[src/rtl/cache_pkg.sv]
// Shared AHB-Lite encodings and FSM state type for the cache memory-side AHB master.
package cache_pkg;

  localparam logic [1:0] HTRANS_IDLE   = 2'b00;
  localparam logic [1:0] HTRANS_NONSEQ = 2'b10;
  localparam logic [2:0] HSIZE_WORD    = 3'b010;
  localparam logic [2:0] HBURST_SINGLE = 3'b000;
  localparam logic       HRESP_OKAY    = 1'b0;
  localparam logic       HRESP_ERROR   = 1'b1;

  typedef enum logic [1:0] {
    ST_IDLE = 2'd0,
    ST_ADDR = 2'd1,
    ST_DATA = 2'd2,
    ST_RESP = 2'd3
  } cache_state_e;

endpackage

[src/rtl/cache_mem_ahb_master.sv]
// Turns cache word-read requests into single AHB-Lite WORD reads, one outstanding transfer.
// Define CACHE_MEM_RDATA_REG_EN to register the completion (adds a RESP cycle of latency).
module cache_mem_ahb_master
  import cache_pkg::*;
#(
  parameter logic [31:0] ERR_RDATA      = 32'hDEAD_BEEF,
  parameter bit          IDLE_ADDR_HOLD = 1'b1
) (
  input  logic         i_hclk,
  input  logic         i_hnreset,
  input  logic         i_mem_rd,
  input  logic [29:0]  i_mem_addr,
  input  logic [3:0]   i_hprot,
  output logic         o_mem_ready,
  output logic [31:0]  o_mem_rdata,
  output logic         o_mem_err,
  output logic [31:0]  o_haddr,
  output logic [1:0]   o_htrans,
  output logic         o_hwrite,
  output logic [2:0]   o_hsize,
  output logic [2:0]   o_hburst,
  output logic [3:0]   o_hprot,
  output logic [31:0]  o_hwdata,
  input  logic         i_hready,
  input  logic         i_hresp,
  input  logic [31:0]  i_hrdata,
  output cache_state_e o_dbg_state
);

  cache_state_e state;
  logic [31:0]  addr_q;
  logic [3:0]   hprot_q;
  logic         req_take;

  // A request is only accepted in IDLE; the reset qualifier keeps NONSEQ off the bus during reset.
  assign req_take = (state == ST_IDLE) && i_mem_rd && i_hnreset;

`ifdef CACHE_MEM_RDATA_REG_EN
  logic [31:0] rdata_q;
  logic        err_q;
`endif

  always_ff @(posedge i_hclk or negedge i_hnreset) begin
    if (!i_hnreset) begin
      state   <= ST_IDLE;
      addr_q  <= '0;
      hprot_q <= '0;
`ifdef CACHE_MEM_RDATA_REG_EN
      rdata_q <= '0;
      err_q   <= 1'b0;
`endif
    end else begin
      case (state)
        ST_IDLE: begin
          if (req_take) begin
            addr_q  <= {i_mem_addr, 2'b00};
            hprot_q <= i_hprot;
            state   <= i_hready ? ST_DATA : ST_ADDR;
          end
        end
        ST_ADDR: begin
          if (i_hready) state <= ST_DATA;
        end
        ST_DATA: begin
          if (i_hready) begin
`ifdef CACHE_MEM_RDATA_REG_EN
            err_q   <= (i_hresp == HRESP_ERROR);
            rdata_q <= (i_hresp == HRESP_ERROR) ? ERR_RDATA : i_hrdata;
            state   <= ST_RESP;
`else
            state   <= ST_IDLE;
`endif
          end
        end
        default: state <= ST_IDLE;
      endcase
    end
  end

  always_comb begin
    o_htrans    = HTRANS_IDLE;
    o_haddr     = addr_q;
    o_hprot     = hprot_q;
    o_mem_ready = 1'b0;
    o_mem_rdata = '0;
    o_mem_err   = 1'b0;
    case (state)
      ST_IDLE: begin
        if (req_take) begin
          o_htrans = HTRANS_NONSEQ;
          o_haddr  = {i_mem_addr, 2'b00};
          o_hprot  = i_hprot;
        end else if (IDLE_ADDR_HOLD == 1'b0) begin
          o_haddr = '0;
        end
      end
      ST_ADDR: begin
        o_htrans = HTRANS_NONSEQ;
      end
      ST_DATA: begin
`ifndef CACHE_MEM_RDATA_REG_EN
        // Completion is passed straight through from the slave in the final data-phase cycle.
        if (i_hready) begin
          o_mem_ready = 1'b1;
          o_mem_err   = (i_hresp == HRESP_ERROR);
          o_mem_rdata = (i_hresp == HRESP_ERROR) ? ERR_RDATA : i_hrdata;
        end
`endif
      end
`ifdef CACHE_MEM_RDATA_REG_EN
      ST_RESP: begin
        o_mem_ready = 1'b1;
        o_mem_rdata = rdata_q;
        o_mem_err   = err_q;
      end
`endif
      default: ;
    endcase
  end

  assign o_hwrite    = 1'b0;
  assign o_hsize     = HSIZE_WORD;
  assign o_hburst    = HBURST_SINGLE;
  assign o_hwdata    = '0;
  assign o_dbg_state = state;

endmodule

[config.mk]
export PLATFORM = sky130hd
export DESIGN_NAME = cache_mem_ahb_master
export DESIGN_NICKNAME = d
export VERILOG_FILES = /design/src/rtl/cache_pkg.sv /design/src/rtl/cache_mem_ahb_master.sv
export SDC_FILE = /design/constraint.sdc
export NUM_CORES = 1
export LEC_CHECK = 0
export CORE_MARGIN = 2
export CORE_UTILIZATION = 32
export DETAILED_ROUTE_END_ITERATION = 6
export GPL_ROUTABILITY_DRIVEN = 0
export PLACE_DENSITY = 0.85
export SYNTH_ARGS = -nofsm -noshare
export SYNTH_HDL_FRONTEND = slang
export SYNTH_SLANG_ARGS = --single-unit
[constraint.sdc]
create_clock -name i_hclk -period 1.8 [get_ports i_hclk]
set_input_delay 0.18 -clock i_hclk [delete_from_list [all_inputs] [get_ports i_hclk]]
set_output_delay 0.18 -clock i_hclk [all_outputs]
set_load 0.05 [all_outputs]
* Word level (Yosys, flattened, before mapping)
Cells that the tools add are included.
** Operators by class
- $add $sub $neg :: 0
- $mul :: 0
- Divide/modulo/power cells :: 0
- Order comparisons :: 0
- Equality and inequality tests :: 5
- Shift-type cells :: 0
- Mux-type cells :: 18
- Bitwise operators :: 0
- Reductions and logical operators :: 4
** Operators by type and width (count)
- 2-to-1 mux 32 bit :: 5
- 2-to-1 mux 2 bit :: 5
- 2-to-1 mux 4 bit :: 2
- != test 2 bit, second input constant :: 3
- one-hot mux 2 bit (3 select lines) :: 1
- 2-to-1 mux 1 bit :: 4
- one-hot mux 2 bit (2 select lines) :: 1
- AND reduction 3 bit :: 1
- == test 2 x 1 -> 1 bit, second input constant :: 1
- == test 2 bit, second input constant :: 1
- logical AND 1 bit :: 2
- zero test 2 bit :: 1
** Storage, ports and cells
- Flip-flop bits (word level) :: 38
- Latch bits :: 0
- Memory bits (writable) :: 0
- ROM bits :: 0
- Input port bits :: 71
- Output and inout port bits :: 113
- Logic and storage cells :: 30
- Memories :: 0

* Logic depth before layout (Yosys ltp)
Gate-level depths: netlist of the first run.
- Depth in word-level cells :: 5
- Gate-level depth with buffers :: 4
- Gate-level depth less buffers :: 2

* Worst setup path after synthesis of the first run
Ideal clock, no wire load.
- Kind :: reg-to-reg
- Start :: register state[1], in the netlist o_dbg_state[1]
- End :: register addr_q[0]
- Library setup time :: 0.207 ns
- Arrival time :: 1.944 ns
- Data required time :: 1.593 ns
- Path slack :: -0.350 ns
- Cell stages (with the launch flop) :: 5
- Path buffers :: 2
- Period minus slack after synthesis :: 2.150 ns
- Cells stage by stage :: dfrtp_1 > and4bb_1 > buf_6 > buf_6 > nor2b_1
** Between the ends
- Longest elaborated chain between the ends :: 5
** Ends and longest elaborated chain
- from (decl) :: RTL line cache_mem_ahb_master.sv:30 : cache_state_e state;
- from (signal assigned) :: RTL line cache_mem_ahb_master.sv:58 : state <= i_hready ? ST_DATA : ST_ADDR;
- zero test 2 bit *
- logical AND 1 bit (2 in a row) :: RTL line cache_mem_ahb_master.sv:36 : assign req_take = (state == ST_IDLE) && i_mem_rd && i_hnreset;
- 2-to-1 mux 32 bit
- 2-to-1 mux 32 bit *
- via o_haddr[0] :: RTL line cache_mem_ahb_master.sv:17 : output logic [31:0] o_haddr,
- to (signal assigned) :: RTL line cache_mem_ahb_master.sv:56 : addr_q <= {i_mem_addr, 2'b00};
- to (decl) :: RTL line cache_mem_ahb_master.sv:31 : logic [31:0] addr_q;
Mark *: on every way through the listed nets, which the timed path passes. The rest lies on a longest branch.
A chain may end at the register's enable or synchronous reset.

* Worst setup path in the final report of the first run
- Start :: register state[1], in the netlist o_dbg_state[1]
- End :: output o_hprot[3]
** Between the ends
- Longest elaborated chain between the ends :: 5
** Ends and longest elaborated chain
- zero test 2 bit * :: RTL line cache_mem_ahb_master.sv:36, cache_mem_ahb_master.sv:87
- logical AND 1 bit (2 in a row) :: RTL line cache_mem_ahb_master.sv:36
- 2-to-1 mux 4 bit :: RTL line cache_mem_ahb_master.sv:89 : if (req_take) begin
- 2-to-1 mux 4 bit * :: RTL line cache_mem_ahb_master.sv:87 : case (state)
- to (decl) :: RTL line cache_mem_ahb_master.sv:22 : output logic [3:0] o_hprot,
Mark *: on every way between the ends. The rest lies on a longest branch, timed or not.

==> summary.txt, run 1 <==
Run status
  – Status: finished with violations
  – Violated checks: hold timing, setup timing

Yosys
  – Yosys top cell area share: 0.4465
  – EDFF count, synth: 0
  – Largest area contributor in the netlist: dfrtp_1
  – Post-synth cell types: 18
  – Post-Syn Area per Cell: 11.03 um^2
  – Synth Area in Simple Gates: 0.1398
  – Compound-Gate Fraction of Synth Area: 0.006463
  – Synth cell count leaders: nor2_1, buf_4, dfrtp_1, mux2_4, and2_1
  – Synth Flop Type: dfrtp_1
  – Most common cell in the netlist: nor2_1
  – Asr flop ratio synth: 1.000
  – Sequential share of the synthesized area: 0.4465
  – Area contributors post-synth: dfrtp_1, mux2_4, buf_4, nor2_1, mux2_2
  – Post-Synth XOR/XNOR Area: 0
  – Cells after Synth: 193
  – Ys Warns: 0
  – Main combinational cell family by area after synthesis: multiplexers
  – Post-synthesis mux area share: 0.2291
  – Synthesized flop and latch total: 38
  – Synth Cell Area: 2130 um^2
  – Area share of fa/ha/maj cells after synthesis: 0

Route
  – Routed WL: 6603 um
  – Routed Antenna Nets: 0
  – Drc violations: 0
  – Initial DRC Count: 56
  – Routed vias: 1799
  – DR WL/cell: 15.57 um
  – Via/cell ratio: 4.243
  – TritonRoute pass-1 iters: 4

STA
  – Tmin final: 1.955 ns
  – Slew margin rel.: 0.6614
  – Hold Vio Cnt, Final: 38
  – Tcrit/Tclk final: 1.086
  – Clk_skew: 0.002764 ns
  – Setup TNS: -4.318 ns
  – Final setup vio count: 34
  – Max Freq: 0.5114 GHz
  – Setup ws final: -0.1552 ns
  – Final Hold Slack: -0.01120 ns
  – Final Slew Violations: 0
  – Worst Tran Pin Value: 0.5063 ns
  – RSZ-0062 raised after global routing: true

Clock tree
  – CTS clock-pin slew for the worst setup and hold paths: 0.07 ns
  – CTS sink count: 38
  – H-tree levels: 2
  – CTS tree: done
  – Clock Path Buffers: 2
  – Root buffer cell: clkbuf_8
  – Clk Latency, worst-skew pair: 0.28 ns
  – TritonCTS Buffers: 5

Placement
  – Post-DP HPWL: 4819 um
  – Setup WS pre-CTS: -0.1266 ns
  – Placed cell count: 412
  – IO Port Bufs: 143

Global route
  – Gr usage total: 0.1723
  – Initial antenna violation count: 0
  – Largest net degree at the start of global routing: 40
  – Number of global-route vias before repair: 1911
  – Gr ovfl total: 0
  – Global-route wire length before repair: 9811 um

Setup path
  – CP endpoint kind: primary output
  – Crit path DAT: 1.78 ns
  – CP max stage cell: dfrtp_2
  – Slowest stage delay, CP: 0.40 ns
  – Critical path startpoint category: flip-flop
  – Worst EP required: 1.62 ns
  – Critical path depth: 4
  – Crit Path Class: flip-flop to primary output
  – CP bufs+invs: 2
  – R2R depth: 4
  – Crit-path cells: and4bb_4, clkbuf_16, mux2_4, buf_6
  – CP top delay family: flip-flops
  – Worst-path fanout max: 12

Layout
  – Layout Utilization: 0.6873
  – Syn-to-layout area delta: 106.1%
  – Final nets: 418
  – Layout cells sized above 1: 0.4611
  – Fin cells: 424
  – ANT cells: 0

Power and ir drop
  – Power per cell area: 1025 nW/um^2
  – Maximum vdd drop: 0.7669 mV
  – Total Power: 4.500 mW
  – Static Leakage: 1.972 nW

Die
  – Die area: 7323 um^2
  – Initial Util: 0.3335
  – Ports: 184
  – Die Span Y: 85.58 um
  – Die Wd: 85.58 um
  – Core footprint: 6386 um^2
  – # rows: 29

Min path
  – Hold Path Class: primary input to asynchronous set/reset pin

Flow run
  – Max cap viols: 0
[worst reg2reg max path: cells and delay by family (launching register included)]
family                 cells  cell delay [ns]
flip-flops                 1             0.40
AND/OR/NAND/NOR            1             0.40
buffers and inverters      2             0.34
multiplexers               1             0.32
[metrics by stage]
stage | hold slack, ns | area, um^2
2_1_floorplan | -0.1156 | 2402
3_3_place_gp | 0.2924 | 3914
3_5_place_dp | 0.3026 | 3914
4_1_cts | -0.009423 | 4154
5_1_grt | 0.02119 | 4389
6_report | -0.01120 | 4389
[layer usage]
layer / up-vias / track usage / part of all wire
met3: 6 / 0.04235 / 0.061
li1: 836 / - / -
met1: 876 / 0.2055 / 0.35
met4: 0 / 0.05628 / 0.011
met2: 81 / 0.3040 / 0.57
met5: - / 0 / 0
[cells by family after synthesis]
logic type | after synthesis
AND/OR/NAND/NOR | 66
buffers and inverters | 51
flip-flops | 38
multiplexers | 34
AO/OA/AOI/OAI | 2
other | 2
[registers in the layout (all words and copies together) (netlist names)]
signal	cells
addr_q	32
hprot_q	4
o_dbg_state	2
[worst paths after layout]
| path | start | to | slack, ns |
|---|---|---|---|
| max | o_dbg_state[1] | o_hprot[3] | -0.16 |
| min | i_hnreset | hprot_q[2] | -0.01 |
| max reg2reg | o_dbg_state[1] | addr_q[14] | 0.24 |
| min reg2reg | addr_q[18] | addr_q[18] | 0.50 |
| max in group asynchronous | i_hnreset | o_dbg_state[1] | 1.46 |
| min in group i_hclk | addr_q[18] | addr_q[18] | 0.50 |
[placed cells by master (no fill, tap or decap), drive strengths merged]
master / instances
dfrtp: 38
clkdlybuf4s50: 70
buf: 85
nor2b: 2
nor3: 1
and4bb: 2
and2: 8
o2bb2ai: 1
a21oi: 1
nand2b: 1
mux2: 34
bufinv: 1
nor2: 51
inv: 2
clkbuf: 9
conb: 40
nand3b: 1
[layout make-up]
type	instances	area (um^2)
Sequential cell	38	953.4
Inverter	2	7.507
Clock buffer	6	82.58
Timing Repair Buffer	158	2037
Fill cell	466	1997
Clock inverter	1	30.03
Multi-Input combinational cell	142	1182
Tap cell	77	96.34
[what timing repair did]
action / 4_1_cts / 5_1_grt
gates cloned: 0 / 4
pin swaps: 0 / 14
gates resized for setup: 36 / 33
hold endpoints to repair: 38 / 0
buffers inserted: 0 / 1
endpoints found under the setup margin: 42 / 53
[power by group]
group          internal (mW)  switching (mW)  leakage, nW  total (mW)
Clock                  0.443           0.277       0.0573       0.720
Combinational           1.09            1.57         1.46        2.66
Sequential              1.06          0.0607        0.451        1.12
Total                   2.59            1.91         1.97        4.50
Power figures use the tool's default switching activity.
==> inputs of run 2 (changes only) <==
ABC_AREA = 1   (was default)
PLACE_DENSITY = 0.84   (was 0.85)
SETUP_SLACK_MARGIN = 0.4   (was default)
==> run 2 against run 1 <==
  * The run now ends clean
  * Non-clock buffer count grew 17
  * Largest cell class unchanged
  * Clock-buffer cell count down 1
  * Routed wire length up 55%
  * Worst hold slack gained 0.36 ns
  * Die area up 2.3%
  * Critical path depth is 3 higher
  * Final area rose by 22%
  * Synthesized area is 2.4% higher
==> summary.txt, run 2 <==
Min path
  – Hold Path Class: primary input to flip-flop

Global route
  – Largest net degree at the start of global routing: 39
  – Number of global-route vias before repair: 2731
  – Gr ovfl total: 0
  – Gr usage total: 0.2419
  – Initial antenna violation count: 1
  – Global-route wire length before repair: 13860 um

STA
  – Max Freq: 0.5584 GHz
  – Setup ws final: 0.009146 ns
  – RSZ-0062 raised after global routing: true
  – Final setup vio count: 0
  – Clk_skew: 0.01576 ns
  – Worst Tran Pin Value: 0.5497 ns
  – Final Slew Violations: 0
  – Hold Vio Cnt, Final: 0
  – Slew margin rel.: 0.6297
  – Tmin final: 1.791 ns
  – Final Hold Slack: 0.3536 ns
  – Setup TNS: 0 ns
  – Tcrit/Tclk final: 0.9949

Layout
  – Layout Cell Area excl Fill: 5358 um^2
  – Top reg by flops: addr_q
  – Syn-to-layout area delta: 145.7%
  – Layout Utilization: 0.8019
  – Most frequent cells in the layout: clkdlybuf4s50_1, buf_8, conb_1
  – Layout cells sized above 1: 0.5619
  – Final nets: 522
  – Max FFs per register: 32
  – Fin cells: 532
  – Most common cell after layout, fill and taps aside: clkdlybuf4s50_1
  – ANT cells: 0

Yosys
  – Ys Warns: 0
  – Most common cell in the netlist: nand2_1
  – Sequential share of the synthesized area: 0.4360
  – Cells after Synth: 287
  – EDFF count, synth: 0
  – Asr flop ratio synth: 1.000
  – Synth Flop Type: dfrtp_1
  – Largest area contributor in the netlist: dfrtp_1
  – Yosys top cell area share: 0.4360
  – Area contributors post-synth: dfrtp_1, buf_4, nand2_1, nand3_1, nor2_1
  – Synth cell count leaders: nand2_1, nand3_1, buf_4, dfrtp_1, nor2_1
  – Synth Cell Area: 2181 um^2
  – Post-Syn Area per Cell: 7.599 um^2
  – Synthesized flop and latch total: 38
  – Post-synth cell types: 16

Die
  – Die Span Y: 86.56 um
  – Die area: 7492 um^2
  – Die Wd: 86.56 um
  – # rows: 30
  – Core footprint: 6681 um^2
  – Ports: 184
  – Initial Util: 0.3264

Setup path
  – CP max stage cell: clkdlybuf4s50_1
  – Crit-path cells: clkdlybuf4s50_1, nand2_1, inv_4, buf_8, nand3_1, nand2_4, buf_8
  – Crit Path Class: primary input to primary output
  – CP endpoint kind: primary output
  – Worst-path fanout max: 19
  – Crit path DAT: 1.61 ns
  – CP most frequent cell: buf_8
  – Slowest stage delay, CP: 0.49 ns
  – Worst EP required: 1.62 ns
  – Critical path startpoint category: primary input

Route
  – Routed vias: 2591
  – Initial DRC Count: 88
  – DR WL/cell: 19.25 um
  – Drc violations: 0
  – TritonRoute pass-1 iters: 4
  – Routed WL: 10240 um
  – Via/cell ratio: 4.870
  – Routed Antenna Nets: 0

Clock tree
  – CTS tree: done
  – H-tree levels: 2
  – Root buffer cell: clkbuf_8
  – TritonCTS Buffers: 5
  – Clk Latency, worst-skew pair: 0.30 ns
  – CTS sink count: 38
  – CTS clock-pin slew for the worst setup and hold paths: 0.09 ns
  – Clock Path Buffers: 2

Flow run
  – Max cap viols: 0

Power and ir drop
  – Static Leakage: 2.275 nW
  – Total Power: 5.247 mW
  – Power per cell area: 979.4 nW/um^2
  – Maximum vdd drop: 0.6750 mV

Placement
  – Post-DP HPWL: 5780 um
  – Setup WS pre-CTS: 0.08863 ns
  – IO Port Bufs: 143
  – Placed cell count: 500
  – Placed Area: 4175 um^2

Run status
  – Status: finished, final reports clean
run 2: cell types whose count changed after synthesis, sizes merged, moves of 2 or more:
cell,before,now
nor2b,2,0
and2,8,0
buf,44,54
nand2,0,74
inv,2,8
nor2,51,37
o21ai,0,24
mux2,34,0
nand3,0,44
and4bb,2,0
run 2: where the power goes:
part / switching [mW] / total [mW] / internal (mW)
combinational: 1.94 / 3.24 / 1.30
sequential: 0.0874 / 1.12 / 1.04
clock: 0.328 / 0.884 / 0.556
run 2: logic make-up (layout without fill, tap and decap cells):
group	count (synthesis)	after routing	share of synthesized area
AO/OA/AOI/OAI	24	24	0.05508
buffers and inverters	67	192	0.2042
flip-flops	38	38	0.4360
other	2	40	0.003444
AND/OR/NAND/NOR	156	158	0.3012
run 2: critical path, delay by kind of cell:
kind,cells,cell delay (ns)
buffers and inverters,4,1.01
and+or+nand+nor,3,0.38
run 2: metal layers:
metal  GRT usage  share of wire
met1      0.2640           0.34
met2      0.4350           0.53
met3     0.08000          0.087
met4     0.08807          0.038
met5           0              0
run 2: repair_timing:
action / in CTS / in global routing
buffers inserted: 10 / 5
endpoints found under the hold margin: 27 / 0
resized for setup: 137 / 60
cloned: 4 / 4
hold buffers: 1 / 0
endpoints found under the setup margin: 71 / 71
pin swaps: 5 / 9
run 2: area by class of cell:
class | instances | area, um^2
Clock buffer | 5 | 68.82
Clock inverter | 3 | 68.82
Fill cell | 351 | 1324
Inverter | 9 | 50.05
Multi-Input combinational cell | 222 | 1769
Sequential cell | 38 | 953.4
Tap cell | 80 | 100.1
Timing Repair Buffer | 175 | 2347
run 2: final timing paths:
path                                 from              to  slack (ns)  cells past startpoint
setup / recovery                 i_mem_rd     o_haddr[15]       0.009                      7
hold / removal                   i_hready  o_dbg_state[0]        0.35                      3
setup reg to reg           o_dbg_state[0]      addr_q[30]        0.43                      6
hold reg to reg                addr_q[31]      addr_q[31]        0.49                      2
max in group asynchronous       i_hnreset  o_dbg_state[0]        0.85                      3
min in group asynchronous       i_hnreset      addr_q[19]        0.59                      3
==> inputs of run 3 (changes only) <==
CELL_PAD_IN_SITES_DETAIL_PLACEMENT = 1   (was default)
CELL_PAD_IN_SITES_GLOBAL_PLACEMENT = 1   (was default)
CORE_UTILIZATION = 21   (was 32)
PLACE_DENSITY = 0.85   (was 0.84)
==> run 3 against run 2 <==
  * Clock power decreased by 31%
  * Final area increased by 2.9%
  * Register-to-register slack got worse by 0.09 ns
  * First-iteration DRC count decreased by 50%
  * Sequential power increased by 6%
  * Non-clock buffer count increased by 16
  * Core utilization decreased by 26 points
  * Power decreased by 1.8%
  * Worst hold slack got worse by 0.35 ns
  * Sequential share of layout area decreased by 0.51 points
  * Critical path type is now flip-flop to primary output
  * Highest routed layer unchanged
==> summary.txt, run 3 (same netlist as run 2, synthesis figures left out) <==
Power and ir drop
  – Sequential power share: 0.230
  – Internal Power: 2.755 mW
  – Comb pwr share: 0.651
  – Static Leakage: 2.383 nW
  – Total Power: 5.151 mW
  – Clock share of power: 0.119
  – Power per cell area: 933.9 nW/um^2
  – Maximum vdd drop: 0.4412 mV
  – Sw Pwr: 2.396 mW
  – Switching Share: 0.4652

Layout
  – Final nets: 536
  – Most common cell after layout, fill and taps aside: clkdlybuf4s50_1
  – Layout Utilization: 0.5415
  – Syn-to-layout area delta: 152.9%
  – Most frequent cells in the layout: clkdlybuf4s50_1, nand2_4, conb_1
  – Layout cells sized above 1: 0.5665
  – ANT cells: 0
  – Top reg by flops: addr_q
  – Layout Cell Area excl Fill: 5515 um^2
  – Max FFs per register: 32

STA
  – Slew margin rel.: 0.6495
  – Tmin final: 1.742 ns
  – Worst Tran Pin Value: 0.5278 ns
  – Max Freq: 0.5741 GHz
  – Clk_skew: 0.005939 ns
  – Hold Vio Cnt, Final: 0
  – Final Slew Violations: 0
  – Final setup vio count: 0
  – Final Hold Slack: 0.005194 ns
  – Tcrit/Tclk final: 0.9676
  – RSZ-0062 raised after global routing: true

Clock tree
  – Clk Latency, worst-skew pair: 0.29 ns
  – TritonCTS Buffers: 5
  – Clock Path Buffers: 2
  – H-tree levels: 2
  – Root buffer cell: clkbuf_8
  – CTS clock-pin slew for the worst setup and hold paths: 0.07 ns
  – CTS tree: done
  – CTS sink count: 38
  – Hold_buf cts: 0

Setup path
  – CP endpoint kind: primary output
  – Worst EP required: 1.62 ns
  – Crit path DAT: 1.56 ns
  – Crit-path cells: nor2_4, buf_6, buf_12, nand3_1, nand2_4, buf_8
  – CP top delay family: buffers and inverters
  – Slowest stage delay, CP: 0.44 ns
  – Critical path depth: 6
  – Worst-path fanout max: 10
  – CP max stage cell: dfrtp_2
  – CP bufs+invs: 3
  – Critical path startpoint category: flip-flop
  – Crit Path Class: flip-flop to primary output
  – R2R depth: 8

Route
  – Routed WL: 10480 um
  – DR WL/cell: 17.40 um
  – Routed Antenna Nets: 0
  – Routed vias: 2573
  – TritonRoute pass-1 iters: 4
  – Initial DRC Count: 44
  – Drc violations: 0
  – Via/cell ratio: 4.274

Global route
  – Number of global-route vias before repair: 2884
  – Largest net degree at the start of global routing: 39
  – GR peak layer: met2
  – Gr usage total: 0.1797
  – M3 GR Usage: 0.06254
  – Gr ovfl total: 0
  – Initial antenna violation count: 0
  – Met2 usage: 0.3493
  – Routing usage on met1: 0.1796
  – Global-route wire length before repair: 15810 um

Flow run
  – Max cap viols: 0

Die
  – Die Wd: 105.9 um
  – Initial Util: 0.2141
  – Core footprint: 10180 um^2
  – # rows: 37
  – Die area: 11220 um^2
  – Ports: 184
  – Die Span Y: 105.9 um

Placement
  – Placed Area: 4285 um^2
  – Post-DP HPWL: 6469 um
  – IO Port Bufs: 143

Run status
  – Status: finished, final reports clean

Min path
  – Hold Path Class: primary input to asynchronous set/reset pin
==> run 3: cell count changes in the layout (fill, tap and decap cells not counted), moves of 3 or more <==
cell     previous run  this run
buf_12             32        35
nand3_1            16        23
nand3_4             8         0
buf_4              12        27
buf_16              3         8
nand2_2            35        11
nand2_4            30        56
nand2_1             7         4
buf_8              42        21
o21ai_1             3        21
o21ai_0            21         3
buf_6              13        28
==> run 3: metal layers <==
layer	part of all wire	wire length [um]	vias to the layer above
li1	-	-	1184
met2	0.56	5882	133
met4	0.023	236	0
met1	0.33	3437	1236
met5	0	0	-
met3	0.088	920	20
==> run 3: final timing paths <==
| check | startpoint | end | slack, ns |
|---|---|---|---|
| min | i_hnreset | addr_q[3] | 0.005 |
| min reg2reg | addr_q[6] | addr_q[6] | 0.50 |
| max in group asynchronous | i_hnreset | o_dbg_state[0] | 1.40 |
| min in group i_hclk | i_hnreset | o_dbg_state[0] | 0.44 |
| max reg2reg | o_dbg_state[0] | hprot_q[0] | 0.34 |
| max | o_dbg_state[0] | o_hprot[1] | 0.06 |
==> run 3: layout make-up <==
type                    count  area (um^2)
clock buffers               6        82.58
clock inverters             2        12.51
fillers                  1071         4669
inverters                   9        37.54
multi-input cells         220         1775
flip-flops and latches     38        953.4
well taps                 136        170.2
repair buffers            191         2484
==> run 3: power groups by stage <==
stage	Clock, mW	Sequential [mW]	Combinational [mW]
5_1_grt	0.681	1.20	3.49
2_1_floorplan	0	1.11	1.76
4_1_cts	0.645	1.16	3.21
3_5_place_dp	0	1.12	2.50
6_report	0.611	1.19	3.35
3_3_place_gp	0	1.11	2.44
==> run 3: per-stage QoR <==
step / cells / setup TNS [ns] / setup slack, ns
6_report: 602 / 0 / 0.05828
3_3_place_gp: 556 / 0 / 0.1190
5_1_grt: 602 / -0.004087 / -0.004087
3_5_place_dp: 556 / 0 / 0.09708
4_1_cts: 592 / 0 / 0.07281
2_1_floorplan: 325 / 0 / 0.3275
==> run 3: timing repair <==
item                                    CTS  global route
gates resized for setup                 183            20
endpoints found under the setup margin   72            73
cloned                                    7             1
pin swaps                                18            18
setup buffers                            21             9
